### src/rtl/vga_pkg.sv
// Shared VGA-domain definitions: screen and sprite geometry, the animator
// state type and a saturating velocity helper used by per-frame animators.
package vga_pkg;

  localparam int SCREEN_W = 800;
  localparam int SCREEN_H = 600;
  localparam int SPRITE_W = 64;
  localparam int SPRITE_H = 64;

  // Largest legal sprite top-left coordinates that keep the sprite on screen.
  localparam logic [11:0] GROUND_Y_DEF = 12'(SCREEN_H - SPRITE_H);
  localparam logic [11:0] X_MAX_DEF    = 12'(SCREEN_W - SPRITE_W);

  typedef enum logic [1:0] {IDLE, FLIGHT, LANDED} state_t;

  // Adds an acceleration to a velocity, clamping to [-128, vmax].
  function automatic logic signed [7:0] sat_add_vel(
    input logic signed [7:0] vel,
    input logic signed [7:0] acc,
    input logic signed [7:0] vmax
  );
    logic signed [8:0] sum;
    sum = vel + acc;
    if (sum > vmax) begin
      return vmax;
    end else if (sum < -9'sd128) begin
      return -8'sd128;
    end else begin
      return sum[7:0];
    end
  endfunction

endpackage

### src/rtl/frame_tick_gen.sv
// Vertical-blanking rising-edge detector: one tick per video frame.
module frame_tick_gen (
  input  logic clk,
  input  logic rst,
  input  logic vblnk,
  output logic tick
);

  logic r_vblnk_d;

  // Delay vblnk by one cycle so its rising edge can be detected.
  always_ff @(posedge clk) begin
    if (rst) begin
      r_vblnk_d <= 1'b0;
    end else begin
      r_vblnk_d <= vblnk;
    end
  end

  assign tick = vblnk & ~r_vblnk_d;

endmodule

### src/rtl/projectile_ctl.sv
// Per-frame motion controller for a thrown sprite: horizontal velocity,
// gravity on the vertical velocity, wall/ceiling clamps and ground landing.
// Position only advances on the frame tick so the sprite never tears.
module projectile_ctl
  import vga_pkg::*;
#(
  parameter logic        [11:0] HOME_X      = 12'd64,
  parameter logic        [11:0] GROUND_Y    = GROUND_Y_DEF,
  parameter logic        [11:0] X_MAX       = X_MAX_DEF,
  parameter logic signed [7:0]  GRAVITY     = 8'sd1,
  parameter logic signed [7:0]  VY_MAX      = 8'sd127,
  parameter logic        [7:0]  LAND_FRAMES = 8'd30
) (
  input  logic              clk,
  input  logic              rst,
  input  logic              vblnk,
  input  logic              throw,
  input  logic [11:0]       start_x,
  input  logic [11:0]       start_y,
  input  logic signed [7:0] vel_x,
  input  logic signed [7:0] vel_y,
  output logic [11:0]       xpos,
  output logic [11:0]       ypos,
  output logic              busy,
  output logic              landed
);

  state_t             r_state;
  state_t             w_state_next;
  logic [11:0]        r_xpos, w_xpos_next;
  logic [11:0]        r_ypos, w_ypos_next;
  logic signed [7:0]  r_vx, w_vx_next;
  logic signed [7:0]  r_vy, w_vy_next;
  logic [7:0]         r_cnt, w_cnt_next;
  logic               r_busy, w_busy_next;
  logic               r_landed, w_landed_next;

  logic               w_tick;
  logic signed [12:0] w_x_sum;
  logic signed [12:0] w_y_sum;
  logic               w_x_under, w_x_over;
  logic               w_y_under, w_y_ground;
  logic               w_touchdown;
  logic [7:0]         w_cnt_inc;
  logic               w_land_done;

  frame_tick_gen u_tick (
    .clk   (clk),
    .rst   (rst),
    .vblnk (vblnk),
    .tick  (w_tick)
  );

  // Candidate positions in 13-bit signed arithmetic so under/overflow is visible.
  assign w_x_sum    = $signed({1'b0, r_xpos}) + $signed({{5{r_vx[7]}}, r_vx});
  assign w_y_sum    = $signed({1'b0, r_ypos}) + $signed({{5{r_vy[7]}}, r_vy});
  assign w_x_under  = (w_x_sum < 13'sd0);
  assign w_x_over   = (w_x_sum > $signed({1'b0, X_MAX}));
  assign w_y_under  = (w_y_sum < 13'sd0);
  // Ground only counts while falling, so a ground-level launch does not land at once.
  assign w_y_ground = (r_vy > 8'sd0) && (w_y_sum >= $signed({1'b0, GROUND_Y}));
  assign w_touchdown = (r_state == FLIGHT) && w_tick && !w_y_under && w_y_ground;
  assign w_cnt_inc   = r_cnt + 8'd1;
  assign w_land_done = (r_state == LANDED) && w_tick && (w_cnt_inc == LAND_FRAMES);

  // State register.
  always_ff @(posedge clk) begin
    if (rst) begin
      r_state <= IDLE;
    end else begin
      r_state <= w_state_next;
    end
  end

  // Next-state decode; throws outside IDLE are dropped.
  always_comb begin
    w_state_next = r_state;
    case (r_state)
      IDLE:    if (throw)       w_state_next = FLIGHT;
      FLIGHT:  if (w_touchdown) w_state_next = LANDED;
      LANDED:  if (w_land_done) w_state_next = IDLE;
      default: w_state_next = IDLE;
    endcase
  end

  // Datapath next values: launch latch, physics step and landing hold counter.
  always_comb begin
    logic signed [7:0] vy_base;
    w_xpos_next   = r_xpos;
    w_ypos_next   = r_ypos;
    w_vx_next     = r_vx;
    w_vy_next     = r_vy;
    w_cnt_next    = r_cnt;
    w_landed_next = 1'b0;
    vy_base       = r_vy;
    case (r_state)
      IDLE: begin
        if (throw) begin
          w_xpos_next = start_x;
          w_ypos_next = start_y;
          w_vx_next   = vel_x;
          w_vy_next   = vel_y;
        end
      end
      FLIGHT: begin
        if (w_tick) begin
          if (w_x_under) begin
            w_xpos_next = 12'd0;
            w_vx_next   = 8'sd0;
          end else if (w_x_over) begin
            w_xpos_next = X_MAX;
            w_vx_next   = 8'sd0;
          end else begin
            w_xpos_next = w_x_sum[11:0];
          end

          if (w_y_under) begin
            w_ypos_next = 12'd0;
            vy_base     = 8'sd0;
          end else if (w_y_ground) begin
            w_ypos_next   = GROUND_Y;
            w_vx_next     = 8'sd0;
            vy_base       = 8'sd0;
            w_landed_next = 1'b1;
            w_cnt_next    = 8'd0;
          end else begin
            w_ypos_next = w_y_sum[11:0];
          end

          if (w_touchdown) begin
            w_vy_next = 8'sd0;
          end else begin
            w_vy_next = sat_add_vel(vy_base, GRAVITY, VY_MAX);
          end
        end
      end
      LANDED: begin
        if (w_tick) begin
          w_cnt_next = w_cnt_inc;
        end
      end
      default: ;
    endcase
    w_busy_next = (w_state_next != IDLE);
  end

  // Datapath and output registers.
  always_ff @(posedge clk) begin
    if (rst) begin
      r_xpos   <= HOME_X;
      r_ypos   <= GROUND_Y;
      r_vx     <= 8'sd0;
      r_vy     <= 8'sd0;
      r_cnt    <= 8'd0;
      r_busy   <= 1'b0;
      r_landed <= 1'b0;
    end else begin
      r_xpos   <= w_xpos_next;
      r_ypos   <= w_ypos_next;
      r_vx     <= w_vx_next;
      r_vy     <= w_vy_next;
      r_cnt    <= w_cnt_next;
      r_busy   <= w_busy_next;
      r_landed <= w_landed_next;
    end
  end

  assign xpos   = r_xpos;
  assign ypos   = r_ypos;
  assign busy   = r_busy;
  assign landed = r_landed;

endmodule

### config.mk
export PLATFORM = sky130hd
export DESIGN_NAME = projectile_ctl
export DESIGN_NICKNAME = d
export VERILOG_FILES = /design/src/rtl/vga_pkg.sv /design/src/rtl/frame_tick_gen.sv /design/src/rtl/projectile_ctl.sv
export SDC_FILE = /design/constraint.sdc
export NUM_CORES = 1
export LEC_CHECK = 0
export CAP_MARGIN = 10
export CORE_MARGIN = 1.5
export CORE_UTILIZATION = 51
export CTS_CLUSTER_DIAMETER = 30
export CTS_CLUSTER_SIZE = 16
export DETAILED_ROUTE_END_ITERATION = 6
export GPL_TIMING_DRIVEN = 1
export MAX_ROUTING_LAYER = met4
export PLACE_DENSITY = 0.78
export SETUP_SLACK_MARGIN = 0.1
export SYNTH_ARGS = -nofsm -noshare
export SYNTH_HDL_FRONTEND = slang
export SYNTH_HIERARCHICAL = 1
export SYNTH_SLANG_ARGS = --single-unit
### constraint.sdc
create_clock -name clk -period 6 [get_ports clk]
set_input_delay 1.8 -clock clk [delete_from_list [all_inputs] [get_ports clk]]
set_output_delay 1.8 -clock clk [all_outputs]
set_load 0.02 [all_outputs]
# --- Yosys cells after proc, flatten, opt, wreduce, memory -nomap -nowiden ---
# Index checks and enable logic that the tools add are counted.
totals:
  regBits: 53
  word_cells: 83
op_classes:
  add_sub_neg: 4
  n_lt_le_gt_ge: 7
  n_eq_ne: 8
  mux: 37
  n_bitwise: 4
  n_reduce_logical: 14
ops:
  columns: ["cell", "n"]
  rows:
  - ["two-way mux 8 bit", 19]
  - ["two-way mux 12 bit", 8]
  - ["case mux 12 bit (2 select lines)", 2]
  - ["case mux 8 bit (2 select lines)", 3]
  - ["adder 13 x 8 -> 13 bit", 2]
  - ["less-than comparator 13 x 1 -> 1 bit, second input constant", 2]
  - ["greater-or-equal comparator 13 x 11 -> 1 bit, second input constant", 1]
  - ["greater-than comparator 13 x 11 -> 1 bit, second input constant", 1]
  - ["!= test 2 bit, second input constant", 5]
  - ["adder 8 x 2 -> 9 bit, second input constant", 1]
  - ["greater-than comparator 9 x 8 -> 1 bit, second input constant", 1]
  - ["less-than comparator 9 x 8 -> 1 bit, second input constant", 1]
  - ["adder 8 x 1 -> 8 bit, second input constant", 1]
  - ["== test 8 x 5 -> 1 bit, second input constant", 1]
  - ["greater-than comparator 8 x 1 -> 1 bit, second input constant", 1]
  - ["logical AND 1 bit", 6]
  - ["two-way mux 2 bit", 3]
  - ["case mux 2 bit (3 select lines)", 1]
  - ["nonzero test 2 bit", 3]
  - ["AND reduction 5 bit", 1]
  - ["OR reduction 4 bit", 1]
  - ["inverter 1 bit", 3]
  - ["AND reduction 3 bit", 1]
  - ["== test 2 x 1 -> 1 bit, second input constant", 1]
  - ["other kinds (5)", 5]

# --- Logic depth before layout (Yosys ltp) ---
# Gate-level depths: netlist (run 1).
logic_depth:
  depth_word: 14
  depth_mapped: 25
  mapped_depth_nobuf: 24

# --- By module ---
# Netlist (run 1), hierarchy kept.
modules_own_cells:
  columns: ["module", "instances", "cells_per_inst", "area_per_inst_um2"]
  rows:
  - ["projectile_ctl", 1, 512, 3958.8]
  - ["frame_tick_gen", 1, 3, 47.5]

# --- Least setup slack after synthesis (run 1) ---
# No wires, ideal clock.
synth_path:
  path_kind: "reg-to-reg"
  from: "register r_ypos[0], in the netlist ypos[0]"
  to: "register r_vy[0]"
  setup_time_ns: 0.141
  arrival_time_ns: 4.465
  path_slack_ns: 1.394
  path_stages_with_launch: 26
  cell_sequence: "dfxtp_1 > ha_1 > inv_1 > fa_1 > and2b_1 > o2111ai_1 > a32oi_1 > a31oi_1 > nor2b_1 > o21ai_0 > nand2b_1 > ha_1 > a211o_1 > a31oi_2 > nor2_1 > buf_2 > nand2_1 > inv_1 > ha_1 > and3_1 > nand2_1 > o21ai_0 > a311oi_1 > a21oi_1 > a21oi_1 > a311oi_1"
synth_between:
  elab_chain_len: 14
synth_lines:
  columns: ["item", "line_no", "source"]
  rows:
  - ["from (decl)", "projectile_ctl.sv:31", "logic [11:0] r_ypos, w_ypos_next;"]
  - ["from (signal assigned)", "projectile_ctl.sv:159", "r_ypos <= w_ypos_next;"]
  - ["adder 13 x 8 -> 13 bit *", "projectile_ctl.sv:56", "assign w_y_sum = $signed({1'b0, r_ypos}) + $signed({{5{r_vy[7]}}, r_vy});"]
  - ["greater-or-equal comparator 13 x 11 -> 1 bit", "projectile_ctl.sv:61", "assign w_y_ground = (r_vy > 8'sd0) && (w_y_sum >= $signed({1'b0, GROUND_Y}));"]
  - ["logical AND 1 bit", "projectile_ctl.sv:61", null]
  - ["two-way mux 8 bit", "projectile_ctl.sv:120", "end else if (w_y_ground) begin"]
  - ["two-way mux 8 bit", "projectile_ctl.sv:117", "if (w_y_under) begin"]
  - ["two-way mux 8 bit", "projectile_ctl.sv:106", "if (w_tick) begin"]
  - ["two-way mux 8 bit", "projectile_ctl.sv:96", "case (r_state)"]
  - ["adder 8 x 2 -> 9 bit", "vga_pkg.sv:23", "sum = vel + acc;"]
  - ["less-than comparator 9 x 8 -> 1 bit", "vga_pkg.sv:26", "end else if (sum < -9'sd128) begin"]
  - ["two-way mux 8 bit", "vga_pkg.sv:26", null]
  - ["two-way mux 8 bit", "vga_pkg.sv:24", "if (sum > vmax) begin"]
  - ["two-way mux 8 bit *", "projectile_ctl.sv:130", "if (w_touchdown) begin"]
  - ["two-way mux 8 bit *", "projectile_ctl.sv:106", null]
  - ["case mux 8 bit (2 select lines) *", "projectile_ctl.sv:96", null]
  - ["to (signal assigned)", "projectile_ctl.sv:161", "r_vy <= w_vy_next;"]
  - ["to (decl)", "projectile_ctl.sv:33", "logic signed [7:0] r_vy, w_vy_next;"]
# Every way passes the cells marked *; elsewhere a longest branch is shown, timed or not. The select of a mux whose other input is x is not followed.
# A chain may end at the register's enable or synchronous reset.

# --- Final worst setup path (run 1) ---
layout_path:
  from: "register r_vy[0]"
  to: "register r_vy[2]"
layout_between:
  elab_chain_len: 14
layout_lines:
  columns: ["item", "line_no"]
  rows:
  - ["adder 13 x 8 -> 13 bit", "projectile_ctl.sv:56"]
  - ["greater-or-equal comparator 13 x 11 -> 1 bit", "projectile_ctl.sv:61"]
  - ["logical AND 1 bit", "projectile_ctl.sv:61"]
  - ["two-way mux 8 bit", "projectile_ctl.sv:120"]
  - ["two-way mux 8 bit", "projectile_ctl.sv:117"]
  - ["two-way mux 8 bit", "projectile_ctl.sv:106"]
  - ["two-way mux 8 bit", "projectile_ctl.sv:96"]
  - ["adder 8 x 2 -> 9 bit", "vga_pkg.sv:23"]
  - ["less-than comparator 9 x 8 -> 1 bit", "vga_pkg.sv:26"]
  - ["two-way mux 8 bit", "vga_pkg.sv:26"]
  - ["two-way mux 8 bit", "vga_pkg.sv:24"]
  - ["two-way mux 8 bit *", "projectile_ctl.sv:130"]
  - ["two-way mux 8 bit *", "projectile_ctl.sv:106"]
  - ["case mux 8 bit (2 select lines) *", "projectile_ctl.sv:96"]
# Marks and branches as above.

==> impl_metrics.ini, run 1 <==
[status]
outcome = finished clean

[die]
io_pins = 70
die_w_um = 91.6
start_util = 0.524
fp.dieH_um = 91.6
num_rows = 32
die_area_sq_mm = 0.00840
fp.coreArea_sq_mm = 0.00765

[layout]
layout_common_cells = clkdlybuf4s50_1 (69), dfxtp_1 (53), nor2_1 (50)
diodes = 0
area_growth_pct = 20.5
mostFrequentLayoutCell = clkdlybuf4s50_1
final_nets = 642
stdcell_count = 670
seq_area_sq_mm = 0.00106
fillers = 679
post-route-util = 0.632
post_route_cells_drive_above_1_share = 0.0475
multiInputGateArea_sq_mm = 0.00278

[global_route]
antenna_found_initial = 0
grt_pass1_vias = 3682
gr-total-overflow = 0
grt_max_degree = 40
grtUsageTotal = 0.267
grt_pass1_wl_um = 17700

[worst_setup_path]
critPathBufInv = 3
worst_ep_required_time_ns = 6.16
crit_family = compound AO/OA/AOI/OAI gates
cp-end-kind = register
crit_path_frequent_cell = ha_1
critPathMaxFanout = 13
critPathMaxStageDelay_ns = 0.49
path_class = register to register
critPathSlowestCell = dfxtp_1
critPathArrivalTime_ns = 5.54
start_kind = register

[drt]
vias_per_cell = 6.17
wl_um = 11000
dr.pass1.iters = 7
drc = 0
drt_iter0_drc = 251
drt-wirelength-per-cell_um = 16.4
ant_nets = 0
vias = 4133

[clock_network]
cts_made_buffers = 5
cts_tree = built
htreeDepth = 2
clock_path_buffers = 2
clk-insertion-delay-late_ns = 0.31
clk_pin_slew_worst_paths_ns = 0.10
cts-hold-fix-buffers = 0
cts.sinks = 53
root_buffer = clkbuf_8

[sta]
hold_viol = 0
finalSetupViolCount = 0
fin_crit_ns = 5.38
maxSlewViolCount = 0
max_slew_margin = 0.281
tns_ns = 0
finalWorstSetupSlack_ns = 0.620
worstMarginPinSlew_ns = 1.08
finalCritPeriodShare = 0.897
rsz0062_at_grt = false
fmax_mhz = 186
fin_hold_ws_ns = 0.519
clock-skew-final_ns = 0.0103

[power]
power.internal_mw = 0.745
switching_share = 0.423
ir_drop_mv = 0.135
p_leak_nw = 1.92
power_density_mw_per_mm2 = 267
p_comb_frac = 0.498
switchingPower_mw = 0.545
pwr-share-seq = 0.346
clkPwrFrac = 0.156

[min_path]
hold_path.class = register to register

[placed_design]
dp_hpwl_um = 8130
globalplace.congestion = 0.900
place_inst = 662
pre_cts_ws_ns = 0.572
port_buffers = 69

[logic_synthesis]
avgSynthCellArea_sq_um = 7.78
synth-edff-count = 0
syn-cell-area_sq_mm = 0.00401
ys_warn_count = 6
synthCells = 515
ys_types = 63
syn_nets = 590
async_flop_share = 0
yosys_register_bits = 53
synth_top_flop_cell = dfxtp_1
ys_seq_area_frac = 0.265

[run]
drv_cap = 0
[what timing repair did]
item / 4_1_cts / 5_1_grt
hold endpoints to repair: 0 / 0
resized for setup: 0 / 1
setup buffers: 0 / 0
endpoints found under the setup margin: 0 / 6
[cells by family after synthesis]
family,synth area share
AO/OA/AOI/OAI,0.311
XOR/XNOR,0.0437
adder cells (fa/ha/maj),0.101
buffers and inverters,0.0425
flip-flops,0.265
multiplexers,0.00781
AND/OR/NAND/NOR,0.230
[power groups by stage]
stage | clock [mW] | sequential, mW | combinational, mW
CTS | 0.205 | 0.446 | 0.635
global route | 0.214 | 0.453 | 0.704
detailed placement | 0 | 0.453 | 0.630
global placement | 0 | 0.451 | 0.620
floorplan | 0 | 0.464 | 0.433
finish | 0.201 | 0.446 | 0.643
[Yosys cell counts (12+ instances only)]
master | n | area share
nor3_1 | 28 | 0.035
ha_1 | 29 | 0.091
a211oi_1 | 17 | 0.032
nor2_1 | 51 | 0.048
clkbuf_1 | 26 | 0.024
a21oi_1 | 47 | 0.059
xnor2_1 | 15 | 0.033
nand3_1 | 12 | 0.015
nand2_1 | 41 | 0.038
dfxtp_1 | 53 | 0.26
inv_1 | 15 | 0.014
o21ai_0 | 22 | 0.027
a221oi_1 | 16 | 0.035
[metrics by stage]
| stage | area, sq um | total power, mW |
|---|---|---|
| 2_1_floorplan | 4010 | 0.897 |
| 3_3_place_gp | 4740 | 1.07 |
| 3_5_place_dp | 4740 | 1.08 |
| 4_1_cts | 4830 | 1.29 |
| 5_1_grt | 4830 | 1.37 |
| 6_report | 4830 | 1.29 |
[worst min-delay path, stage by stage (launching register included)]
cell	delay, ns
dfxtp_1	0.34
nor2_1	0.10
nor3_1	0.04
[worst paths after layout]
kind / endpoint / from / depth (start not counted) / slack [ns]
min: ypos[6] / ypos[6] / 2 / 0.52
min reg2reg: ypos[6] / ypos[6] / 2 / 0.52
max: r_vy[2] / r_vy[0] / 25 / 0.62
max reg2reg: r_vy[2] / r_vy[0] / 25 / 0.62
[routing by layer]
| layer | track usage | wire (um) | vias up |
|---|---|---|---|
| li1 | - | - | 2044 |
| met1 | 0.371 | 5220 | 1937 |
| met2 | 0.412 | 4990 | 142 |
| met3 | 0.0381 | 695 | 10 |
| met4 | 0.0560 | 103 | 0 |
| met5 | - | 0 | - |
[state kept, by name, indices dropped and copies added, names as in the netlist]
register,flops
xpos,12
ypos,12
r_cnt,8
r_vx,8
r_vy,8
r_state,2
busy,1
landed,1
u_tick/r_vblnk_d,1
[layout make-up]
class,instances,share of cell area
Inverter,15,0.0117
Tap cell,102,0.0264
Clock buffer,6,0.0150
Timing Repair Buffer,73,0.149
Clock inverter,2,0.00207
Multi-Input combinational cell,419,0.576
Sequential cell,53,0.220
No activity file was read; power rests on OpenSTA's default activity.
==> run 2, diff against run 1 <==
--- a/config.mk
+++ b/config.mk
@@ -6,14 +6,14 @@
 export NUM_CORES = 1
 export LEC_CHECK = 0
 export CAP_MARGIN = 10
-export CORE_MARGIN = 1.5
+export CORE_MARGIN = 4
 export CORE_UTILIZATION = 51
 export CTS_CLUSTER_DIAMETER = 30
 export CTS_CLUSTER_SIZE = 16
 export DETAILED_ROUTE_END_ITERATION = 6
 export GPL_TIMING_DRIVEN = 1
 export MAX_ROUTING_LAYER = met4
-export PLACE_DENSITY = 0.78
+export PLACE_DENSITY_LB_ADDON = 0.3
 export SETUP_SLACK_MARGIN = 0.1
 export SYNTH_ARGS = -nofsm -noshare
 export SYNTH_HDL_FRONTEND = slang
==> run 2 against run 1 <==
  * First-iteration DRC count increased by 12%
  * Combinational power rose by 0.8%
  * Routed wire length is 3.4% higher
  * Final area hardly changed
  * Critical endpoint is now r_vy[0]
==> impl_metrics.ini, run 2 (synthesis gave the netlist of run 1 again) <==
[die]
die_area_sq_mm = 0.00934
die_w_um = 96.6
num_rows = 32
fp.dieH_um = 96.6
fp.coreArea_sq_mm = 0.00769
start_util = 0.521
io_pins = 70

[layout]
area_growth_pct = 20.6
layout_common_cells = clkdlybuf4s50_1 (69), dfxtp_1 (53), nor2_1 (50)
post_route_cells_drive_above_1_share = 0.0459
seq_area_sq_mm = 0.00106
diodes = 0
mostFrequentLayoutCell = clkdlybuf4s50_1
final_nets = 642
multiInputGateArea_sq_mm = 0.00278
post-route-util = 0.629
fillers = 680
fin_area_sq_mm = 0.00483

[clock_network]
root_buffer = clkbuf_8
clock_path_buffers = 2
cts-hold-fix-buffers = 0
cts_tree = built
clk_pin_slew_worst_paths_ns = 0.10
clk-insertion-delay-late_ns = 0.30
cts_made_buffers = 5
htreeDepth = 2
cts.sinks = 53

[power]
p_leak_nw = 1.92
power_density_mw_per_mm2 = 270
totalPowerFinal_mw = 1.31
ir_drop_mv = 0.148

[sta]
max_slew_margin = 0.283
rsz0062_at_grt = false
worstMarginPinSlew_ns = 1.07
tns_ns = 0
fmax_mhz = 181
finalCritPeriodShare = 0.921
clock-skew-final_ns = 0.00811
hold_viol = 0
fin_crit_ns = 5.53
finalSetupViolCount = 0
fin_hold_ws_ns = 0.519
maxSlewViolCount = 0

[worst_setup_path]
critPathMaxStageDelay_ns = 0.48
start_kind = register
r2r_setup_slack_ns = 0.47
r2r_start = r_vy[0]
critPathMaxFanout = 13
critPathSlowestCell = dfxtp_1
crit_start = r_vy[0]
reg2regPathDepth = 25
cp-end-kind = register
crit_family = compound AO/OA/AOI/OAI gates
crit_cells = 25
worst_ep_required_time_ns = 6.16
rr_endpoint = r_vy[0]
path_class = register to register
endpoint = r_vy[0]
critPathBufInv = 3
critPathArrivalTime_ns = 5.69
crit_path_frequent_cell = ha_1

[min_path]
hold_depth = 2
hold_path.class = register to register
min_from = ypos[5]

[drt]
wl_um = 11400
dr.pass1.iters = 5
drt_iter0_drc = 280
drc = 0
vias_per_cell = 6.29
drt-wirelength-per-cell_um = 17.0
vias = 4207
ant_nets = 0

[global_route]
antenna_found_initial = 0
gr-total-overflow = 0
grt_pass1_vias = 3992
grtUsageTotal = 0.246
grt_pass1_wl_um = 19200
grt_max_degree = 40

[placed_design]
globalplace.congestion = 0.963
port_buffers = 69
dp_hpwl_um = 8310
post_dp_cell_area_sq_mm = 0.00474

[status]
outcome = finished clean

[run]
drv_cap = 0
[run 2: worst min path at each step]
stage	to	slack [ns]
CTS	ypos[6]	0.52
global route	xpos[2]	0.55
floorplan	r_cnt[1]	0.50
finish	ypos[5]	0.52
global placement	ypos[6]	0.50
detailed placement	ypos[5]	0.50
[run 2: worst min-delay path, stage by stage (launching register included)]
cell and delay [ns]:
dfxtp_1 0.34, nor2_1 0.10, nor3_1 0.05
[run 2: layout make-up]
class / count / area share
tap: 102 / 0.0264
clock buffer: 7 / 0.0179
multi-input combinational: 419 / 0.575
inverter: 15 / 0.0116
sequential: 53 / 0.220
timing repair buffer: 73 / 0.149
[run 2: through the flow]
stage	instances	setup WS [ns]
2_1_floorplan	515	1.39
3_3_place_gp	662	0.770
3_5_place_dp	662	0.485
4_1_cts	669	0.414
5_1_grt	669	0.123
6_report	669	0.473
[run 2: per-layer routing]
metal  routed length [um]  vias to the layer above  part of all wire  GRT usage
met5                    0                        -                 0          -
met3                  766                       19             0.067     0.0303
li1                     -                     2045                 -          -
met2                 5300                      175              0.47      0.394
met1                 5160                     1968              0.45      0.332
met4                  159                        0             0.014     0.0551
[run 2: power by group]
group | switching [mW] | internal [mW]
clock network | 0.118 | 0.0921
registers | 0.0534 | 0.393
logic | 0.377 | 0.271
[run 2: what timing repair did]
| action | in CTS | in global routing |
|---|---|---|
| resized for setup | 0 | 1 |
| setup buffers | 0 | 0 |
| endpoints found under the hold margin | 0 | 0 |
| endpoints found under the setup margin | 0 | 6 |
==> run 3, diff against run 2 <==
--- a/config.mk
+++ b/config.mk
@@ -7,7 +7,7 @@
 export LEC_CHECK = 0
 export CAP_MARGIN = 10
 export CORE_MARGIN = 4
-export CORE_UTILIZATION = 51
+export CORE_UTILIZATION = 54
 export CTS_CLUSTER_DIAMETER = 30
 export CTS_CLUSTER_SIZE = 16
 export DETAILED_ROUTE_END_ITERATION = 6
==> run 3 against run 2 <==
  * Clock-buffer cell count is 2 lower
  * Worst setup slack better by 0.29 ns
  * Critical path depth stayed put
  * Largest power group unchanged
  * Clock power is 5% higher
  * Highest routed layer unchanged
  * Power is 0.80% higher
==> impl_metrics.ini, run 3 (synthesis gave the netlist of run 1 again) <==
[placed_design]
port_buffers = 69
globalplace.congestion = 0.941
place_inst = 659
post_dp_cell_area_sq_mm = 0.00474
dp_hpwl_um = 8480
pre_cts_ws_ns = 0.530

[clock_network]
cts_tree = built
cts_setup_buffers = 0
cts_resized = 0
cts.sinks = 53
cts_made_buffers = 5
clk-insertion-delay-late_ns = 0.32
clock_path_buffers = 2
htreeDepth = 2
cts-hold-fix-buffers = 0
clk_pin_slew_worst_paths_ns = 0.10
root_buffer = clkbuf_8

[worst_setup_path]
worst_ep_required_time_ns = 6.18
critPathMaxStageDelay_ns = 0.51
critPathSlowestCell = dfxtp_1
critPathArrivalTime_ns = 5.41
start_kind = register
cp-end-kind = register
path_class = register to register
crit_path_frequent_cell = ha_1
critPathMaxFanout = 13

[sta]
fin_crit_ns = 5.23
max_slew_margin = 0.266
fmax_mhz = 191
worstMarginPinSlew_ns = 1.10
fin_hold_ws_ns = 0.526
finalWorstSetupSlack_ns = 0.765
maxSlewViolCount = 0
rsz0062_at_grt = false
clock-skew-final_ns = 0.00904
finalCritPeriodShare = 0.872
tns_ns = 0
hold_viol = 0
finalSetupViolCount = 0

[die]
fp.dieH_um = 94.1
num_rows = 31
io_pins = 70
die_area_sq_mm = 0.00886
fp.coreArea_sq_mm = 0.00721
die_w_um = 94.1
start_util = 0.555

[drt]
drt_iter0_drc = 276
dr.pass1.iters = 4
vias_per_cell = 6.22
vias = 4152
wl_um = 11600
drt-wirelength-per-cell_um = 17.3
ant_nets = 0
drc = 0

[global_route]
grtUsageTotal = 0.275
antenna_found_initial = 0
gr-total-overflow = 0
grt_pass1_wl_um = 19200
grt_pass1_vias = 4093
grt_max_degree = 40

[run]
drv_cap = 0

[layout]
area_growth_pct = 20.9
stdcell_count = 667
post_route_cells_drive_above_1_share = 0.0493
final_nets = 642
post-route-util = 0.671
mostFrequentLayoutCell = clkdlybuf4s50_1
diodes = 0
layout_common_cells = clkdlybuf4s50_1 (69), dfxtp_1 (53), nor2_1 (50)
fin_area_sq_mm = 0.00484

[power]
ir_drop_mv = 0.147
p_leak_nw = 1.92
power_density_mw_per_mm2 = 272
totalPowerFinal_mw = 1.32

[min_path]
hold_path.class = register to register

[status]
outcome = finished clean
==> run 3: cell type report <==
class,instances,area [sq um]
Clock buffer,5,68.8
Multi-Input combinational cell,419,2790
Tap cell,99,124
Fill cell,626,2370
Inverter,15,56.3
Timing Repair Buffer,73,721
Sequential cell,53,1060
Clock inverter,3,25.0
==> run 3: worst max-delay path: cells and delay by family (launching register included) <==
kind            cells  cell delay [ns]
compound gates     11             1.86
flops               1             0.51
fa+ha+maj           4             1.16
buf+inv             3             0.36
simple gates        7             1.22
==> run 3: power by group <==
group / switching (mW) / internal (mW)
registers: 0.0539 / 0.394
logic: 0.377 / 0.272
clock network: 0.135 / 0.0847
total: 0.565 / 0.750
==> run 3: layer usage <==
metal	part of all wire	up-vias	track usage
li1	-	2050	-
met1	0.45	1946	0.359
met2	0.47	139	0.444
met3	0.068	17	0.0401
met4	0.016	0	0.0758
met5	0	-	-
==> run 3: worst paths after layout <==
| kind | startpoint | endpoint | slack, ns | cells after the start |
|---|---|---|---|---|
| setup / recovery | r_vy[0] | r_vy[1] | 0.77 | 25 |
| hold / removal | ypos[11] | ypos[11] | 0.53 | 2 |
| setup reg to reg | r_vy[0] | r_vy[1] | 0.77 | 25 |
| hold reg to reg | ypos[11] | ypos[11] | 0.53 | 2 |
